[src/rtl/clk_div_multi_prog.sv]
// rtl/clk_div_multi_prog.sv - multi-channel programmable clock divider with glitch-free divisor updates
module clk_div_multi_prog #(
    parameter int NUM_CH      = 4,
    parameter int CNT_W       = 20,
    parameter int DEFAULT_DIV = 500000,
    parameter int CH_IDX_W    = 2
) (
    input  logic                clk_50mhz,
    input  logic                reset,
    input  logic [NUM_CH-1:0]   ch_en,
    input  logic                cfg_valid,
    input  logic [CH_IDX_W-1:0] cfg_ch,
    input  logic [CNT_W-1:0]    cfg_div,
    output logic                cfg_ready,
    output logic                cfg_err,
    output logic [NUM_CH-1:0]   clk_out,
    output logic [NUM_CH-1:0]   tick,
    output logic [NUM_CH-1:0]   busy
);

    logic [NUM_CH-1:0] ch_sel;
    logic [NUM_CH-1:0] pv_all;
    logic              sel_pv;
    logic              ch_ok;
    logic              wr_accept;
    logic              wr_legal;

    always_comb begin
        ch_sel = '0;
        sel_pv = 1'b0;
        for (int i = 0; i < NUM_CH; i++) begin
            if (cfg_ch == CH_IDX_W'(i)) begin
                ch_sel[i] = 1'b1;
                sel_pv    = pv_all[i];
            end
        end
    end

    // Out-of-range channels always look ready so the illegal write is accepted and flagged.
    assign ch_ok     = ({1'b0, cfg_ch} < (CH_IDX_W + 1)'(NUM_CH));
    assign cfg_ready = ch_ok ? !sel_pv : 1'b1;
    assign wr_accept = cfg_valid && cfg_ready;
    assign wr_legal  = wr_accept && ch_ok && (cfg_div >= CNT_W'(2));

    always_ff @(posedge clk_50mhz or posedge reset) begin
        if (reset) begin
            cfg_err <= 1'b0;
        end else begin
            cfg_err <= wr_accept && !wr_legal;
        end
    end

    assign busy = pv_all;

    genvar g;
    for (g = 0; g < NUM_CH; g++) begin : g_ch
        logic [CNT_W-1:0] div_q;
        logic [CNT_W-1:0] cnt_q;
        logic [CNT_W-1:0] pend_q;
        logic             pv_q;
        logic             clk_q;
        logic             tick_q;
        logic [CNT_W-1:0] cnt_inc;
        logic [CNT_W-1:0] half;
        logic [CNT_W-1:0] div_eff;
        logic             wrap;
        logic             wr_hit;

        assign cnt_inc = cnt_q + CNT_W'(1);
        assign half    = div_q >> 1;
        assign wrap    = (cnt_q == div_q - CNT_W'(1));
        assign div_eff = pv_q ? pend_q : div_q;
        assign wr_hit  = wr_legal && ch_sel[g];

        always_ff @(posedge clk_50mhz or posedge reset) begin
            if (reset) begin
                div_q  <= CNT_W'(DEFAULT_DIV);
                cnt_q  <= CNT_W'(DEFAULT_DIV - 1);
                pend_q <= '0;
                pv_q   <= 1'b0;
                clk_q  <= 1'b0;
                tick_q <= 1'b0;
            end else begin
                if (ch_en[g]) begin
                    if (wrap) begin
                        // The pending divisor takes over exactly at the period boundary.
                        cnt_q  <= '0;
                        clk_q  <= 1'b1;
                        tick_q <= 1'b1;
                        div_q  <= div_eff;
                    end else begin
                        cnt_q  <= cnt_inc;
                        clk_q  <= (cnt_inc < half);
                        tick_q <= 1'b0;
                    end
                end else begin
                    // Parked one step before wrap so re-enable starts a fresh period.
                    div_q  <= div_eff;
                    cnt_q  <= div_eff - CNT_W'(1);
                    clk_q  <= 1'b0;
                    tick_q <= 1'b0;
                end

                if (wr_hit) begin
                    pend_q <= cfg_div;
                    pv_q   <= 1'b1;
                end else if (!ch_en[g] || wrap) begin
                    pv_q   <= 1'b0;
                end
            end
        end

        assign pv_all[g]  = pv_q;
        assign clk_out[g] = clk_q;
        assign tick[g]    = tick_q;
    end

endmodule

[config.mk]
export PLATFORM = sky130hd
export DESIGN_NAME = clk_div_multi_prog
export DESIGN_NICKNAME = d
export VERILOG_FILES = /design/src/rtl/clk_div_multi_prog.sv
export SDC_FILE = /design/constraint.sdc
export NUM_CORES = 1
export LEC_CHECK = 0
export CAP_MARGIN = 40
export CORE_ASPECT_RATIO = 2
export CORE_MARGIN = 4
export CORE_UTILIZATION = 50
export CTS_BUF_LIST = sky130_fd_sc_hd__clkbuf_4
export DETAILED_ROUTE_END_ITERATION = 10
export DONT_BUFFER_PORTS = 1
export GPL_TIMING_DRIVEN = 0
export PLACE_DENSITY = 0.62
export SLEW_MARGIN = 40
export SYNTH_ARGS = -nofsm -noshare
export SYNTH_HDL_FRONTEND = slang
export SYNTH_SLANG_ARGS = --single-unit
[constraint.sdc]
create_clock -name clk_50mhz -period 19.4 [get_ports clk_50mhz]
set_input_delay 2.91 -clock clk_50mhz [delete_from_list [all_inputs] [get_ports clk_50mhz]]
set_output_delay 2.91 -clock clk_50mhz [all_outputs]
set_load 0.05 [all_outputs]
After elaboration in Yosys (flattened, before gate mapping)
Cells that the tools add are included.
- shifts and indexed selects: 0
- div/mod/pow operators: 0
- add/sub/neg operators: 12
- order comparisons: 5
- multiplexer cells: 52
- reductions and logical operators: 22
- bitwise operators: 0
- $mul: 0
- equal/unequal tests: 11
- operators by type and width (cell ; count):
    two-way mux 20 bit ; 20
    subtractor 20 x 1 -> 20 bit, second input constant ; 8
    adder 20 x 1 -> 20 bit, second input constant ; 4
    equality test 20 bit ; 4
    less-than comparator 20 x 19 -> 1 bit ; 4
    two-way mux 1 bit ; 32
    greater-or-equal comparator 20 x 2 -> 1 bit, second input constant ; 1
    inequality test 2 x 1 -> 1 bit, second input constant ; 4
    nonzero test 2 bit ; 4
    logical AND 1 bit ; 7
    zero test 1 bit ; 6
    equality test 2 bit, second input constant ; 2
    logical OR 1 bit ; 4
    equality test 2 x 1 -> 1 bit, second input constant ; 1
    zero test 2 bit ; 1
- bits in latches: 0
- input port bits: 29
- logic and storage cells: 127
- bits in registers: 253
- output and inout port bits: 14
- memories: 0
- ROM bits: 0
- RAM bits: 0

Logic depth before layout (Yosys ltp)
Gate-level depths: netlist (run 1).
- depth after elaboration: 10
- depth in mapped cells: 15

Least setup slack after synthesis (run 1)
No wires, ideal clock.
- kind: input to output
- from: input cfg_ch[0]
- to: output cfg_ready
- buffers on the path: 0
- arrival time: 3.719 ns
- data required time: 16.490 ns
- slack: 12.771 ns
- stages on the path: 2
- cell sequence: mux4_2 > inv_1
- cells in the longest elaborated chain, start to end: 6
- elaborated cells on any way between the ends: 9
- classes of those cells: 3 x eq/ne; 4 x mux; 2 x reduce/logical
- RTL lines (element ; line ; RTL):
    from (decl) ; 12 ; input logic [CH_IDX_W-1:0] cfg_ch,
    zero test 2 bit ; 32 ; if (cfg_ch == CH_IDX_W'(i)) begin
    two-way mux 1 bit (3 in a row) ; 32 ;
    two-way mux 1 bit * ; 32 ;
    zero test 1 bit * ; 41 ; assign cfg_ready = ch_ok ? !sel_pv : 1'b1;
    to (decl) ; 14 ; output logic cfg_ready,
Every way passes the cells marked *; elsewhere a longest branch is shown, timed or not.

Worst setup path after layout (run 1)
Same ends and word-level chain as after synthesis.

==> flow_metrics.py, run 1 <==
metrics = {
    "run_status": {
        "status": "finished clean",
    },
    "die": {
        "die_area_mm2": 0.0409,
        "fp.dieH_um": 282,
        "ios": 43,
        "fp-row-count": 100,
        "die_width_um": 145,
        "core_mm2": 0.0372,
        "start_util_pct": 50.5,
    },
    "yosys": {
        "ys_ff_latch": 253,
        "syn_nets": 2180,
        "ys.flop_type": "dfrtp_1",
        "ys_warn_count": 0,
        "syn_avg_cell_area_um2": 9.08,
        "ys_seq_area_share_pct": 34.2,
        "synth_area_mm2": 0.0188,
        "synth_edf_count": 0,
        "synthArstFlopShare_pct": 100,
        "synth_cells": 2067,
        "yosys.cell_types.count": 91,
    },
    "worst_setup_path": {
        "path_cells": "mux4_2 -> inv_1",
        "slowest_stage": "mux4_2",
        "arrival_ps": 3790,
        "crit_path_max_incr_delay_ps": 460,
        "crit_buf_inv": 1,
        "start_kind": "primary input",
        "crit_path_max_fanout": 5,
        "cp-end-kind": "primary output",
        "worst_ep_required_time_ps": 16490,
        "path_delay_family": "multiplexers",
        "critical_path_class": "in -> out",
    },
    "route": {
        "vias": 16500,
        "wl_per_cell_um": 22.9,
        "drc": 0,
        "viasPerCell": 6.20,
        "ant_nets": 0,
        "wl_um": 60700,
        "firstDrtPassIters": 5,
        "drt_iter0_drc": 786,
    },
    "layout": {
        "fin_nets": 2253,
        "drive_gt1_share_pct": 16.8,
        "final_cell_mix": "nand2_1 (183), dfrtp_1 (181), xnor2_1 (151)",
        "fillers": 3511,
        "final_common_cell": "nand2_1",
        "fin_util_pct": 54.7,
        "syn2layout_area_growth_pct": 8.22,
    },
    "place": {
        "pre_cts_slack_ps": 12710,
        "finalWeightedCongestion": 0.910,
        "dp.final_hpwl_um": 46400,
        "port_buffers": 0,
    },
    "sta": {
        "tightest_slew_ps": 902,
        "fmax_mhz": 149,
        "fin_ws_ps": 12700,
        "timing_hold_violations_final": 0,
        "min_period_over_period_pct": 34.5,
        "setup_viol": 0,
        "rsz0062_at_grt": "no",
        "slew_viol_final": 0,
        "relSlewSlack_pct": 39.3,
        "layout_min_cycle_time_ps": 6700,
        "skew_ps": 46.2,
        "finalSetupTns_ps": 0,
    },
    "global_routing": {
        "use_met1_pct": 29.1,
        "grt_pass1_vias": 17300,
        "overflow": 0,
        "track_usage_pct": 29.4,
        "use_met3_pct": 4.68,
        "grt_max_degree": 67,
        "grt_pass1_wl_um": 94700,
        "grt-busiest-layer": "met2",
        "grt_util_met2_pct": 55.3,
        "antenna_found_initial": 1,
    },
    "clock_network": {
        "post_cts_resized": 0,
        "post_cts_buffers": 0,
        "cts-root-buf": "clkbuf_4",
        "clk_pin_slew_ps": 60,
        "htree_num_levels": 3,
        "cts_buffer_depth": 3,
        "insertion_delay_ps": 770,
        "hold_buffers": 0,
        "numCtsBuffers": 68,
        "cts_tree": "done",
        "cts_num_sinks": 253,
    },
    "flow_run": {
        "cap_violations": 0,
    },
    "power": {
        "peakVddDrop_mv": 0.0753,
        "power.leakage_nw": 8.20,
        "powerDensity_mw_per_mm2": 147,
    },
    "worst_hold_path": {
        "hold_path_class": "reg -> reg",
    },
}
## cell usage after synthesis (all sizes together), types with 18 or more instances
cell | n | area, um^2
xor2 | 88 | 771
and2 | 18 | 113
o21ai | 79 | 395
ha | 84 | 1050
nor3 | 70 | 355
nor2 | 101 | 379
clkbuf | 76 | 285
mux2 | 96 | 1080
nand2b | 19 | 119
inv | 115 | 432
dfrtp | 181 | 4530
nand3 | 85 | 425
dfstp | 72 | 1890
nand4 | 50 | 319
o22ai | 74 | 463
and3 | 24 | 150
nor4 | 44 | 330
a21oi | 48 | 244
buf | 49 | 287
xnor2 | 151 | 1320
mux2i | 71 | 711
nand2 | 183 | 687
a31oi | 19 | 131
## cell families after synthesis
logic type | share of synthesized area, %
adders and majority gates | 5.60
AOI/OAI and AO/OA | 14.7
muxes | 9.68
and+or+nand+nor | 19.2
buffers and inverters | 5.39
xor gates and xnor gates | 11.3
DFF | 34.2
## worst paths after layout
kind | slack [ps] | cells past startpoint | to | from
hold reg to reg | 510 | 1 | g_ch[2].pend_q[10] | g_ch[2].pend_q[10]
setup / recovery | 12700 | 2 | cfg_ready | cfg_ch[0]
setup reg to reg | 14420 | 14 | g_ch[3].cnt_q[14] | g_ch[3].pv_q
hold / removal | 510 | 1 | g_ch[2].pend_q[10] | g_ch[2].pend_q[10]
max in group asynchronous | 15860 | 4 | g_ch[0].cnt_q[17] | reset
min in group asynchronous | 2040 | 1 | g_ch[1].tick_q | reset
## stage by stage
step / cells / hold WS (ps) / total power [mW] / area (um^2)
floorplan: 2067 / 474 / 2.05 / 18800
global placement: 2526 / 488 / 2.45 / 19300
detailed placement: 2529 / 489 / 2.48 / 19400
CTS: 2651 / 505 / 2.99 / 20300
global route: 2652 / 523 / 3.21 / 20300
finish: 2653 / 505 / 2.99 / 20300
## area by class of cell
cell class | count | area [um^2] | share of cell area (%)
multi-input cells | 1572 | 11400 | 55.9
flip-flops and latches | 253 | 6420 | 31.6
clock buffers | 104 | 781 | 3.84
well taps | 459 | 574 | 2.83
plain buffers | 125 | 572 | 2.81
inverters | 117 | 447 | 2.20
repair buffers | 3 | 82.6 | 0.406
clock inverters | 18 | 71.3 | 0.351
diodes | 2 | 5.00 | 0.0246
## report_power, final
part	internal (mW)	total, mW	switching [mW]
clock	0.244	0.489	0.244
combinational	0.618	1.50	0.881
sequential	0.752	1.00	0.252
## per-layer routing
| layer | vias up | wire [um] |
|---|---|---|
| met4 | 0 | 5000 |
| met5 | - | 0 |
| met1 | 7988 | 21200 |
| met3 | 278 | 2350 |
| met2 | 529 | 32100 |
| li1 | 7659 | - |
## flip-flops by register name, indices dropped and copies added, names as in the netlist
name / cells
cfg_err: 1
g_ch.clk_q: 4
g_ch.cnt_q: 80
g_ch.div_q: 80
g_ch.pend_q: 80
g_ch.pv_q: 4
g_ch.tick_q: 4
Power figures use the tool's default switching activity.
==> inputs of run 2 (changes only) <==
clock period = 7 ns   (was 19.4 ns; I/O delays follow)
==> run 2 against run 1 <==
Combinational power grew to 2.8 times the previous value. Sequential share of layout area shrank 0.41 points. Routed wire length grew 0.97%. Sequential cell count is the same. Die area is the same. Critical path type is now reg -> reg. Critical endpoint is now g_ch[3].cnt_q[12]. Largest cell class unchanged. Largest power group unchanged.
==> flow_metrics.py, run 2 (synthesis results as in run 1) <==
metrics = {
    "place": {
        "finalWeightedCongestion": 0.926,
        "port_buffers": 0,
        "dp.final_hpwl_um": 47500,
    },
    "power": {
        "powerDensity_mw_per_mm2": 409,
        "power.leakage_nw": 8.32,
        "p_total_mw": 8.41,
        "peakVddDrop_mv": 0.246,
    },
    "layout": {
        "drive_gt1_share_pct": 17.3,
        "reg_top3": "g_ch.cnt_q: 80 flops, g_ch.div_q: 80 flops, g_ch.pend_q: 80 flops",
        "syn2layout_area_growth_pct": 9.64,
        "final_common_cell": "nand2_1",
        "fin_nets": 2260,
        "final_cell_mix": "nand2_1 (183), dfrtp_1 (181), xnor2_1 (151)",
    },
    "sta": {
        "rsz0062_at_grt": "no",
        "setup_viol": 0,
        "min_period_over_period_pct": 70.8,
        "tightest_slew_ps": 877,
        "relSlewSlack_pct": 41.0,
        "layout_min_cycle_time_ps": 4960,
        "finalSetupTns_ps": 0,
        "skew_ps": 69.0,
        "timing_hold_violations_final": 0,
        "fmax_mhz": 202,
        "slew_viol_final": 0,
    },
    "flow_run": {
        "cap_violations": 0,
    },
    "global_routing": {
        "overflow": 0,
        "grt_pass1_vias": 17400,
        "grt_pass1_wl_um": 95900,
        "antenna_found_initial": 2,
        "grt_max_degree": 26,
        "track_usage_pct": 29.9,
    },
    "die": {
        "die_width_um": 145,
        "start_util_pct": 50.5,
        "fp-row-count": 100,
        "die_area_mm2": 0.0409,
        "core_mm2": 0.0372,
        "ios": 43,
        "fp.dieH_um": 282,
    },
    "clock_network": {
        "clk_pin_slew_ps": 80,
        "insertion_delay_ps": 820,
        "cts_num_sinks": 253,
        "numCtsBuffers": 66,
        "cts_tree": "done",
        "cts_buffer_depth": 3,
        "cts-root-buf": "clkbuf_4",
        "htree_num_levels": 3,
        "post_cts_resized": 0,
        "post_cts_buffers": 0,
        "hold_buffers": 0,
    },
    "route": {
        "drc": 0,
        "wl_per_cell_um": 23.0,
        "ant_nets": 0,
        "drt_iter0_drc": 907,
        "wl_um": 61300,
        "vias": 16600,
        "firstDrtPassIters": 6,
        "viasPerCell": 6.24,
    },
    "worst_setup_path": {
        "critical_path_class": "reg -> reg",
        "start_kind": "register",
        "crit_path_max_fanout": 10,
        "arrival_ps": 5610,
        "cp-end-kind": "register",
        "worst_ep_required_time_ps": 7650,
    },
    "run_status": {
        "status": "finished clean",
    },
    "worst_hold_path": {
        "hold_path_class": "in -> async",
    },
}
## run 2: changes by cell type in the layout (fill, tap and decap cells not counted), sizes merged
cell / previous run / this run
clkinvlp: 0 / 3
diode: 2 / 4
clkinv: 19 / 10
bufinv: 0 / 2
clkbuf: 180 / 182
buf: 52 / 61
## run 2: metrics by stage
| stage | std cells | hold WS, ps | util [%] | setup WS (ps) | area [um^2] |
|---|---|---|---|---|---|
| 6_report | 2662 | 128 | 55.4 | 2040 | 20600 |
| 5_1_grt | 2659 | 138 | 55.4 | 1690 | 20600 |
| 3_5_place_dp | 2538 | 493 | 52.9 | 2120 | 19600 |
| 4_1_cts | 2658 | 83.1 | 55.3 | 2170 | 20600 |
| 2_1_floorplan | 2067 | 474 | - | 2680 | 18800 |
| 3_3_place_gp | 2526 | 488 | 52.1 | 1050 | 19400 |
## run 2: routing by layer
metal / vias to the layer above / part of all wire, % / track usage, %
met5: - / 0.018 / 0
met4: 2 / 8.6 / 23.4
met3: 269 / 4.7 / 5.32
met2: 566 / 52 / 55.5
met1: 8085 / 34 / 29.2
li1: 7685 / - / -
## run 2: final cells by class
type / count / area [um^2]
tap: 459 / 574
clock buffer: 106 / 796
multi-input combinational: 1572 / 11400
inverter: 117 / 443
antenna: 4 / 10.0
sequential: 253 / 6420
buffer: 125 / 572
clock inverter: 14 / 118
fill: 3510 / 16600
timing repair buffer: 12 / 293
## run 2: power breakdown
part / leakage [nW] / internal, mW / switching (mW) / total [mW]
sequential: 2.92 / 2.08 / 0.683 / 2.77
combinational: 4.86 / 1.72 / 2.47 / 4.20
clock: 0.540 / 0.760 / 0.685 / 1.45
total: 8.32 / 4.57 / 3.84 / 8.41
## run 2: path summary, 6_finish.rpt
path | from | depth (start not counted) | slack [ps] | to
worst max register to register | g_ch[3].pv_q | 14 | 2040 | g_ch[3].cnt_q[12]
min in group clk_50mhz | cfg_div[9] | 2 | 400 | g_ch[0].pend_q[9]
worst min-delay path | reset | 1 | 130 | g_ch[3].cnt_q[7]
worst min register to register | g_ch[2].pend_q[7] | 1 | 510 | g_ch[2].pend_q[7]
max in group asynchronous | reset | 9 | 4930 | g_ch[0].cnt_q[8]
worst max-delay path | g_ch[3].pv_q | 14 | 2040 | g_ch[3].cnt_q[12]
## run 2: critical path: stages, from the launching register on
cell,delay (ps)
dfrtp_1,550
clkbuf_1,460
buf_1,480
clkbuf_1,440
buf_1,440
buf_1,500
o21ai_0,230
inv_1,120
ha_1,220
o211ai_1,210
or2_2,410
or2_2,320
nor2_1,130
xor2_1,230
o22ai_1,120
==> inputs of run 3 (changes only) <==
clock period = 4.7 ns   (was 7 ns; I/O delays follow)
==> run 3 against run 2 <==
Count of clock-buffer cells in the layout unchanged. Sequential power increased by 49%. First-iteration DRC count fell by 1.2%. Largest cell class unchanged. Worst hold slack got worse by 66 ps. Final cell count grew 0.19%. Routed wire length about the same. Utilization up 0.19 points. Total power grew 49%. Clock skew up 1.9 ps.
==> flow_metrics.py, run 3 (synthesis results as in run 1) <==
metrics = {
    "power": {
        "peakVddDrop_mv": 0.361,
        "power.leakage_nw": 8.36,
        "combPwrFrac_pct": 49.9,
        "power_switching_share_pct": 45.6,
        "p_int_mw": 6.81,
        "power_frac_seq_pct": 32.9,
        "powerDensity_mw_per_mm2": 606,
        "switchingPower_mw": 5.71,
        "p_total_mw": 12.5,
        "pwr-share-clk_pct": 17.2,
    },
    "layout": {
        "reg_top3": "g_ch.cnt_q: 80 flops, g_ch.div_q: 80 flops, g_ch.pend_q: 80 flops",
        "fin_util_pct": 55.6,
        "final_cells": 2667,
        "final_common_cell": "nand2_1",
        "final_cell_mix": "nand2_1 (183), dfrtp_1 (181), xnor2_1 (151)",
        "design_area_mm2": 0.0207,
        "fin_nets": 2267,
        "syn2layout_area_growth_pct": 10.0,
        "drive_gt1_share_pct": 17.4,
    },
    "global_routing": {
        "overflow": 0,
        "grt_pass1_vias": 17400,
        "grt_pass1_wl_um": 96200,
        "track_usage_pct": 30.0,
        "antenna_found_initial": 3,
        "grt_max_degree": 26,
    },
    "sta": {
        "relSlewSlack_pct": 40.1,
        "tightest_slew_ps": 890,
        "skew_ps": 70.9,
        "fmax_mhz": 229,
        "layout_min_cycle_time_ps": 4370,
        "slew_viol_final": 0,
        "whs_ps": 62.5,
        "min_period_over_period_pct": 92.9,
        "timing_hold_violations_final": 0,
        "setup_viol": 0,
        "rsz0062_at_grt": "no",
    },
    "route": {
        "wl_per_cell_um": 23.0,
        "drc": 0,
        "viasPerCell": 6.25,
        "ant_nets": 0,
        "firstDrtPassIters": 7,
        "wl_um": 61300,
        "vias": 16700,
        "drt_iter0_drc": 896,
    },
    "worst_hold_path": {
        "min_from": "cfg_div[12]",
        "whs_path_depth": 2,
        "hold_path_end": "g_ch[0].pend_q[12]",
        "hold_path_class": "in -> reg",
    },
    "clock_network": {
        "cts_num_sinks": 253,
        "cts_buffer_depth": 3,
        "numCtsBuffers": 66,
        "cts-root-buf": "clkbuf_4",
        "insertion_delay_ps": 800,
        "htree_num_levels": 3,
        "cts_tree": "done",
        "clk_pin_slew_ps": 70,
    },
    "worst_setup_path": {
        "crit_path_max_fanout": 10,
        "path_cells": "clkbuf_2 -> clkbuf_2 -> clkbuf_1 -> buf_1 -> buf_2 -> o21ai_0 -> inv_1 -> ha_1 -> o211ai_1 -> or2_2 -> or2_2 -> nor2_1 -> xor2_1 -> o22ai_1",
        "slowest_stage": "dfrtp_1",
        "reg2reg_to": "g_ch[3].cnt_q[12]",
        "worst_ep_required_time_ps": 5350,
        "start_kind": "register",
        "arrival_ps": 5020,
        "timing.rr.start": "g_ch[3].pv_q",
        "worst-r2r-setup-slack_ps": 330,
        "worstRegToRegCells": 14,
        "cp-end-kind": "register",
        "crit_path_max_incr_delay_ps": 550,
        "critical_path_class": "reg -> reg",
    },
    "place": {
        "port_buffers": 0,
        "finalWeightedCongestion": 0.926,
        "placed_cell_area_mm2": 0.0196,
        "dp.cells": 2538,
        "dp.final_hpwl_um": 47500,
    },
    "die": {
        "ios": 43,
        "die_width_um": 145,
        "fp.dieH_um": 282,
        "core_mm2": 0.0372,
        "fp-row-count": 100,
        "die_area_mm2": 0.0409,
        "start_util_pct": 50.5,
    },
    "flow_run": {
        "cap_violations": 0,
    },
    "run_status": {
        "status": "finished clean",
    },
}
[run 3: power by group through the flow]
stage | Sequential, mW | Clock (mW) | Combinational, mW
finish | 4.12 | 2.15 | 6.25
global route | 4.21 | 2.31 | 6.94
CTS | 4.10 | 2.21 | 6.22
detailed placement | 4.13 | 0 | 6.17
global placement | 4.12 | 0 | 6.04
floorplan | 3.73 | 0 | 4.73
[run 3: routing by layer]
metal	vias up	part of all wire, %	global-route usage [%]
li1	7699	-	-
met1	8132	34	29.4
met2	566	52	55.8
met3	273	4.6	5.16
met4	4	8.9	23.3
met5	-	0.031	0
[run 3: how the worst max path moves through the flow]
stage,slack [ps],cells after the start,to,startpoint
after floorplan,720,1,cfg_err,reset
after global placement,-910,1,g_ch[0].tick_q,reset
after detailed placement,-180,14,g_ch[3].cnt_q[12],g_ch[3].pv_q
after CTS,100,14,g_ch[3].cnt_q[12],g_ch[3].pv_q
after global routing,30,14,g_ch[3].cnt_q[12],g_ch[3].pv_q
final,330,14,g_ch[3].cnt_q[12],g_ch[3].pv_q
[run 3: through the flow]
stage	setup TNS [ps]	setup slack [ps]
finish	0	332
global route	0	28.4
CTS	0	104
detailed placement	-315	-176
global placement	-156370	-907
floorplan	0	724
[run 3: repair_timing]
action,4_1_cts,5_1_grt
buffers inserted,0,0
gates resized for setup,1,3
endpoints found under the hold margin,15,0
hold buffers,7,0
endpoints found under the setup margin,2,6
[run 3: cell type report]
class | instances | area (um^2)
Inverter | 117 | 443
Timing Repair Buffer | 19 | 363
Buffer | 125 | 576
Clock buffer | 106 | 796
Multi-Input combinational cell | 1572 | 11400
Clock inverter | 14 | 118
Tap cell | 459 | 574
Sequential cell | 253 | 6420
Fill cell | 3504 | 16500
Antenna cell | 2 | 5.00
[run 3: critical path: cells and delay by family (launching register included)]
kind            cells  cell delay, ps
xor+xnor            1             220
flops               1             550
compound gates      3             500
fa+ha+maj           1             210
simple gates        3             860
buf+inv             6            1930
